**src/rtl/spi_pkg.sv**
```systemverilog
// Shared types and constants for the FPGA-side SPI master.
package spi_pkg;

    localparam int SPI_BITS = 8;

    typedef enum logic [2:0] {
        IDLE,
        SETUP,
        SCK_HI,
        SCK_LO,
        BYTE_DONE,
        BYTE_WAIT,
        CS_HOLD,
        CS_GAP
    } spi_state_t;

endpackage

```
**src/rtl/spi_tick_gen.sv**
```systemverilog
// Divide counter that times each SPI phase; reloads on load_i and flags the
// last cycle of a CLK_DIV-long phase on tick_o.
module spi_tick_gen #(
    parameter int CLK_DIV = 4
) (
    input  logic clk_i,
    input  logic reset_i,
    input  logic load_i,
    output logic tick_o
);

    localparam int CNT_W = (CLK_DIV > 1) ? $clog2(CLK_DIV) : 1;

    generate
        if (CLK_DIV < 2) begin : g_bad_div
            $error("spi_tick_gen: CLK_DIV must be >= 2");
        end
    endgenerate

    logic [CNT_W-1:0] cnt_q;
    logic [CNT_W-1:0] cnt_d;

    always_comb begin
        cnt_d = load_i ? '0 : cnt_q + 1'b1;
    end

    always_ff @(posedge clk_i) begin
        if (reset_i) begin
            cnt_q <= '0;
        end else begin
            cnt_q <= cnt_d;
        end
    end

    assign tick_o = (cnt_q == CNT_W'(CLK_DIV - 1));

endmodule

```
**src/rtl/spi_fpga_master.sv**
```systemverilog
// Byte-stream SPI master, mode 0, MSB first; cs_n is held low across a burst
// until the byte tagged tx_last has been shifted.
module spi_fpga_master #(
    parameter int CLK_DIV = 4,
    parameter int CS_GAP  = 4
) (
    input  logic       clk_i,
    input  logic       reset_i,
    input  logic [7:0] tx_data_i,
    input  logic       tx_last_i,
    input  logic       tx_valid_i,
    output logic       tx_ready_o,
    output logic [7:0] rx_data_o,
    output logic       rx_valid_o,
    output logic       busy_o,
    output logic       sck_o,
    output logic       mosi_o,
    input  logic       miso_i,
    output logic       cs_n_o
);

    import spi_pkg::*;

    localparam int GAP_W = (CS_GAP > 1) ? $clog2(CS_GAP) : 1;

    generate
        if (CS_GAP < 1) begin : g_bad_gap
            $error("spi_fpga_master: CS_GAP must be >= 1");
        end
    endgenerate

    spi_state_t       state_q, state_d;
    logic             accept;
    logic             div_load;
    logic             div_tick;
    logic             gap_done;
    logic [GAP_W-1:0] gap_cnt_q, gap_cnt_d;
    logic [2:0]       bit_cnt_q, bit_cnt_d;
    logic [7:0]       tx_shift_q, tx_shift_d;
    logic [7:0]       rx_shift_q, rx_shift_d;
    logic [7:0]       rx_data_q, rx_data_d;
    logic             last_q, last_d;
    logic             sck_q, sck_d;
    logic             cs_n_q, cs_n_d;
    logic             tx_ready_q, tx_ready_d;
    logic             rx_valid_q, rx_valid_d;
    logic             busy_q, busy_d;

    assign accept   = tx_valid_i && tx_ready_q;
    assign div_load = (state_d != state_q);
    assign gap_done = (gap_cnt_q == GAP_W'(CS_GAP - 1));

    spi_tick_gen #(
        .CLK_DIV (CLK_DIV)
    ) u_tick_gen (
        .clk_i   (clk_i),
        .reset_i (reset_i),
        .load_i  (div_load),
        .tick_o  (div_tick)
    );

    always_ff @(posedge clk_i) begin
        if (reset_i) begin
            state_q <= IDLE;
        end else begin
            state_q <= state_d;
        end
    end

    // The bit counter wraps 7->0 on the final SCK_LO; that wrap ends the byte.
    always_comb begin
        state_d = state_q;
        case (state_q)
            IDLE:            if (accept)   state_d = SETUP;
            SETUP:           if (div_tick) state_d = SCK_HI;
            SCK_HI:          if (div_tick) state_d = SCK_LO;
            SCK_LO:          if (div_tick) state_d = (bit_cnt_q == 3'(SPI_BITS - 1)) ? BYTE_DONE : SCK_HI;
            BYTE_DONE:       state_d = last_q ? CS_HOLD : BYTE_WAIT;
            BYTE_WAIT:       if (accept)   state_d = SETUP;
            CS_HOLD:         if (div_tick) state_d = spi_pkg::CS_GAP;
            spi_pkg::CS_GAP: if (gap_done) state_d = IDLE;
            default:         state_d = IDLE;
        endcase
    end

    // Next values of every registered output, derived from the state being entered.
    always_comb begin
        tx_shift_d = tx_shift_q;
        rx_shift_d = rx_shift_q;
        rx_data_d  = rx_data_q;
        bit_cnt_d  = bit_cnt_q;
        last_d     = last_q;
        gap_cnt_d  = div_load ? '0 : gap_cnt_q + 1'b1;

        if (accept) begin
            tx_shift_d = tx_data_i;
            last_d     = tx_last_i;
            bit_cnt_d  = '0;
        end
        if (state_d == SCK_HI && state_q != SCK_HI) begin
            rx_shift_d = {rx_shift_q[6:0], miso_i};
        end
        if (state_d == SCK_LO && state_q != SCK_LO) begin
            tx_shift_d = {tx_shift_q[6:0], 1'b0};
        end
        if (state_q == SCK_LO && div_tick) begin
            bit_cnt_d = bit_cnt_q + 3'd1;
        end
        if (state_d == BYTE_DONE) begin
            rx_data_d = rx_shift_q;
        end

        sck_d      = (state_d == SCK_HI);
        cs_n_d     = (state_d == IDLE) || (state_d == spi_pkg::CS_GAP);
        tx_ready_d = (state_d == IDLE) || (state_d == BYTE_WAIT);
        rx_valid_d = (state_d == BYTE_DONE);
        busy_d     = (state_d != IDLE);
    end

    always_ff @(posedge clk_i) begin
        if (reset_i) begin
            tx_shift_q <= '0;
            rx_shift_q <= '0;
            rx_data_q  <= '0;
            bit_cnt_q  <= '0;
            last_q     <= 1'b0;
            gap_cnt_q  <= '0;
            sck_q      <= 1'b0;
            cs_n_q     <= 1'b1;
            tx_ready_q <= 1'b0;
            rx_valid_q <= 1'b0;
            busy_q     <= 1'b0;
        end else begin
            tx_shift_q <= tx_shift_d;
            rx_shift_q <= rx_shift_d;
            rx_data_q  <= rx_data_d;
            bit_cnt_q  <= bit_cnt_d;
            last_q     <= last_d;
            gap_cnt_q  <= gap_cnt_d;
            sck_q      <= sck_d;
            cs_n_q     <= cs_n_d;
            tx_ready_q <= tx_ready_d;
            rx_valid_q <= rx_valid_d;
            busy_q     <= busy_d;
        end
    end

    assign tx_ready_o = tx_ready_q;
    assign rx_data_o  = rx_data_q;
    assign rx_valid_o = rx_valid_q;
    assign busy_o     = busy_q;
    assign sck_o      = sck_q;
    assign mosi_o     = tx_shift_q[7];
    assign cs_n_o     = cs_n_q;

endmodule

```
**config.mk**
```make
export PLATFORM = sky130hd
export DESIGN_NAME = spi_fpga_master
export DESIGN_NICKNAME = d
export VERILOG_FILES = /design/src/rtl/spi_pkg.sv /design/src/rtl/spi_tick_gen.sv /design/src/rtl/spi_fpga_master.sv
export SDC_FILE = /design/constraint.sdc
export NUM_CORES = 1
export LEC_CHECK = 0
export CAP_MARGIN = 10
export CORE_ASPECT_RATIO = 1.5
export CORE_UTILIZATION = 57
export DETAILED_ROUTE_END_ITERATION = 10
export PLACE_DENSITY = 0.92
export SETUP_SLACK_MARGIN = 0.02
export SYNTH_ARGS = -nofsm -noshare
export SYNTH_HDL_FRONTEND = slang
export SYNTH_HIERARCHICAL = 1
export SYNTH_SLANG_ARGS = --single-unit
```
**constraint.sdc**
```tcl
create_clock -name clk_i -period 5.2 [get_ports clk_i]
set_input_delay 0.78 -clock clk_i [delete_from_list [all_inputs] [get_ports clk_i]]
set_output_delay 0.78 -clock clk_i [all_outputs]
set_load 0.1 [all_outputs]
```
Word-level counts from Yosys, hierarchy flattened
Index checks and enable logic that the tools add are counted.
{"block": "word_totals", "word_cells": 62, "regBits": 40, "output_inout_bits": 14}
{"block": "classes", "n_mux": 13, "eq_ne": 18, "n_addsub": 3, "n_reduce_logical": 14}
{"operator": "two-way mux 3 bit", "count": 9}
{"operator": "== test 3 bit (second input constant)", "count": 8}
{"operator": "one-hot mux 3 bit (7 select lines)", "count": 1}
{"operator": "two-way mux 8 bit", "count": 2}
{"operator": "== test 3 x 2 -> 1 bit (second input constant)", "count": 4}
{"operator": "logical NOT 3 bit", "count": 2}
{"operator": "!= test 3 x 2 -> 1 bit (second input constant)", "count": 2}
{"operator": "OR reduction 2 bit", "count": 3}
{"operator": "adder 2 x 1 -> 2 bit (second input constant)", "count": 2}
{"operator": "== test 2 bit (second input constant)", "count": 2}
{"operator": "logical AND 1 bit", "count": 4}
{"operator": "nonzero test 2 bit", "count": 2}
{"operator": "adder 3 x 1 -> 3 bit (second input constant)", "count": 1}
{"operator": "== test 3 x 1 -> 1 bit (second input constant)", "count": 1}
{"operator": "!= test 3 bit", "count": 1}
{"operator": "nonzero test 3 bit", "count": 1}
{"operator": "logical OR 1 bit", "count": 2}
{"operator": "two-way mux 2 bit", "count": 1}

Logic depth before layout (Yosys ltp)
{"block": "depth", "word_depth": 7, "ltp_mapped": 7, "mapped_depth_nobuf": 7}

Cells and area by module
The synthesis kept the hierarchy.
{"mod": "spi_fpga_master", "seq_area_each_um2": 760.7, "n_inst": 1, "area_per_inst_um2": 1751.7, "cells_per_inst": 211}
{"mod": "spi_tick_gen", "seq_area_each_um2": 40.0, "n_inst": 1, "area_per_inst_um2": 75.1, "cells_per_inst": 5}

Least setup slack after synthesis
Ideal clock, no wire load.
{"block": "synth_timing", "kind": "reg2reg", "start": "register tx_ready_q, in the netlist tx_ready_o", "end": "register tx_ready_q, in the netlist tx_ready_o", "synth_period_minus_slack_ns": 2.113, "required_ns": 5.112, "setup_ns": 0.088, "t_arrival_ns": 2.025, "path_buffers": 1, "setup_slack_ns": 3.087, "path_stages_with_launch": 6, "path_cell_list": "dfxtp_1 > buf_4 > nand2_2 > o2111a_1 > or2_1 > o32ai_2"}
{"block": "synth_between", "elab_chain_cells": 5, "word_cells_on_any_way": 6}
{"item": "from (decl)", "line_no": "spi_fpga_master.sv:45", "text": "logic tx_ready_q, tx_ready_d;"}
{"item": "from (signal assigned)", "line_no": "spi_fpga_master.sv:142", "text": "tx_ready_q <= tx_ready_d;"}
{"item": "logical AND 1 bit *", "line_no": "spi_fpga_master.sv:49", "text": "assign accept = tx_valid_i && tx_ready_q;"}
{"item": "two-way mux 3 bit *", "line_no": "spi_fpga_master.sv:74, spi_fpga_master.sv:79"}
{"item": "one-hot mux 3 bit (7 select lines) *", "line_no": "spi_fpga_master.sv:73", "text": "case (state_q)"}
{"item": "== test 3 bit / logical NOT 3 bit (equally long branches)", "line_no": "spi_fpga_master.sv:115", "text": "tx_ready_d = (state_d == IDLE) || (state_d == BYTE_WAIT);"}
{"item": "logical OR 1 bit *", "line_no": "spi_fpga_master.sv:115"}
Every way passes the cells marked *; elsewhere a longest branch is shown, timed or not.
A chain may end at the register's enable or synchronous reset.

Worst setup path after layout
{"block": "layout_timing", "start": "register tx_ready_q, in the netlist tx_ready_o", "end": "output port tx_ready_o"}
{"item": "to (decl)", "line_no": "spi_fpga_master.sv:12", "text": "output logic tx_ready_o,"}
No word-level cell between the ends.

==> flow_summary.yaml <==
clocking:
  post_cts_resized: 0
  cts.htree.levels: 2
  root_buffer: "clkbuf_8"
  cts_setup_buffers: 0
  cts_hold_buffers: 0
  cts_tree: "built"
  clock_latency_ns: 0.30
  cts.sinks: 40
  cts_buffers: 5
  ctsLongestPathBuffers: 2
  clk_pin_slew_worst_paths_ns: 0.07
cells_and_area:
  syn_to_final_growth_pct: 17.8
  nNetsFinal: 251
  n_antenna_cell: 0
  drive_gt1_share_pct: 7.23
  fin_util_pct: 72.4
  fill_cells: 223
detailed_routing:
  drtPass1Iterations: 4
  vias: 1617
  drt-total-wl_um: 3720
  drc: 0
  avgRoutedWirePerCell_um: 13.6
  drt-initial-drc-count: 56
  final_antenna_net_count: 0
  drt-vias-per-instance: 5.90
timing:
  final_hold_viol_count: 0
  setup_viol: 0
  period_share_pct: 54.8
  period_needed_ns: 2.85
  timing.final.ws_setup_ns: 2.35
  rsz0062_at_grt: "false"
  timing.fmax_ghz: 0.351
  skew_ns: 0.0118
  slew_headroom_pct: 35.2
  worst_pin_slew_ns: 0.969
  maxSlewViolCount: 0
  fin_setup_tns_ns: 0
  whs_ns: 0.429
worst_hold_path:
  min_path_cells: 1
  hp-class: "reg2reg"
power_and_ir_drop:
  vdd_drop_max_v: 0.000254
  p_leak_nw: 0.774
  power.density_mw_per_mm2: 313
synthesis:
  synth_cell_type_count: 48
  synth_edf_count: 0
  yosysWarnings: 6
  synth_top_cell_area_share_pct: 43.8
  ys_seq_area_share_pct: 43.8
  syn_avg_cell_area_um2: 8.46
  synth.area.top_cells: "dfxtp_1 (44%), nand3_1 (8.2%), nand2_1 (6.8%)"
  synth_flop_cell: "dfxtp_1"
  syn_inst: 216
  ys_ff_latch: 40
  async_flop_share_pct: 0
  synth_area_mm2: 0.00183
  synth_largest_area_cell: "dfxtp_1"
  syn_nets: 233
critical_path:
  cp-end-kind: "output port"
  slowest_delay_ns: 1.21
  path_max_fanout: 11
  critPathArrivalTime_ns: 2.07
  cp.required_ns: 4.42
  ff2ff_path_depth: 5
  cp-start-kind: "register"
  cp.depth: 1
  cp_cell_sequence: "clkdlybuf4s50_1"
  crit_family: "buffers and inverters"
  path_class: "reg2out"
  crit_slowest_cell: "clkdlybuf4s50_1"
  crit_buf_inv: 1
die:
  core_area_mm2: 0.00297
  dieArea_mm2: 0.00344
  ioPinCount: 27
  die_w_um: 48.2
  start_util_pct: 61.4
  dieHeight_um: 71.3
  row_count: 24
global_routing:
  antenna_found_initial: 0
  gr-usage-met3_pct: 6.05
  grt_util_met2_pct: 42.7
  busiest_layer: "met2"
  grt_pass1_vias: 1546
  grt_max_degree: 40
  grt_use_total_pct: 25.7
  use_met1_pct: 30.0
  grt_remaining_overflow: 0
  grt_pass1_wl_um: 6460
placed_design:
  hpwl_um: 2570
  pre_cts_slack_ns: 2.51
  place_congestion: 0.829
  port_buffers: 26
flow_run:
  drv_cap: 0
outcome:
  status: "finished clean"
[Yosys cell counts (all sizes together) (2+ instances only)]
cell    count
or2         2
a21boi      3
nor3        2
inv         4
dfxtp      40
o21ai       4
buf        11
nand2      34
o32ai       2
clkbuf      5
nand2b      4
nor4b       2
a311oi      7
o211ai      3
nand3      30
nor2b       2
ha          4
or3         3
a31oi       2
nor2       12
a21oi      23
[metal layers]
metal / routed length [um] / share of wire, %
met1: 1510 / 41
met2: 2020 / 54
met3: 150 / 4.0
met4: 35 / 0.94
met5: 0 / 0
[cell type report]
cell class | instances | area [um2] | share of cell area (%)
timing repair buffer | 27 | 268 | 12.4
clock buffer | 6 | 72.6 | 3.37
tap | 39 | 48.8 | 2.27
multi-input combinational | 156 | 912 | 42.4
inverter | 4 | 15.0 | 0.698
clock inverter | 2 | 35.0 | 1.63
sequential | 40 | 801 | 37.2
[cells by family (layout without fill, tap and decap cells)]
kind of cell,count (synthesis),in the layout,synth area share (%)
muxes,2,2,1.16
DFF,40,40,43.8
buffers and inverters,20,39,6.23
AOI/OAI and AO/OA,51,51,18.7
adders and majority gates,4,4,2.74
and+or+nand+nor,99,99,27.3
[state kept, by name (all words and copies together) (netlist names)]
| name | count |
|---|---|
| gap_cnt_q | 2 |
| tx_ready_o | 1 |
| tx_shift_q | 8 |
| u_tick_gen/cnt_q | 2 |
| state_q | 3 |
| bit_cnt_q | 3 |
| busy_o | 1 |
| rx_shift_q | 8 |
| last_q | 1 |
| sck_o | 1 |
| rx_valid_o | 1 |
| rx_data_o | 8 |
| cs_n_o | 1 |
[path summary, 6_finish.rpt]
| check | from | end | slack (ns) |
|---|---|---|---|
| hold / removal | u_tick_gen/cnt_q[0] | u_tick_gen/cnt_q[0] | 0.43 |
| setup reg to reg | u_tick_gen/cnt_q[0] | tx_ready_o | 2.95 |
| hold reg to reg | u_tick_gen/cnt_q[0] | u_tick_gen/cnt_q[0] | 0.43 |
| setup / recovery | tx_ready_o | tx_ready_o | 2.35 |
[power breakdown]
part           leakage [nW]   total, W  switching, W  internal, W
clock network        0.0552   0.000248      0.000105     0.000142
registers             0.325   0.000333     0.0000127     0.000320
logic                 0.394  0.0000925     0.0000575    0.0000350
total                 0.774   0.000673      0.000175     0.000497
[cells in the final DEF, fill, tap and decap left out, types with 2 or more instances in the layout]
cell type,synthesis,routed
dfxtp_1,40,40
nand2_1,33,33
nand3_1,30,30
clkdlybuf4s50_1,0,26
a21oi_1,23,23
nor2_1,12,12
a311oi_1,7,7
clkbuf_8,0,5
inv_1,4,4
nand2b_1,4,4
o21ai_0,4,4
ha_1,4,4
o211ai_1,3,3
or3_1,3,3
a21boi_0,2,2
a31oi_1,2,2
nor2b_1,2,2
[stage by stage]
stage | total power, W | std cells | instance area, um2
floorplan | 0.000408 | 216 | 1830
global placement | 0.000429 | 266 | 2040
detailed placement | 0.000432 | 266 | 2040
CTS | 0.000676 | 274 | 2150
global route | 0.000699 | 274 | 2150
finish | 0.000673 | 274 | 2150
No activity file was read; power rests on OpenSTA's default activity.
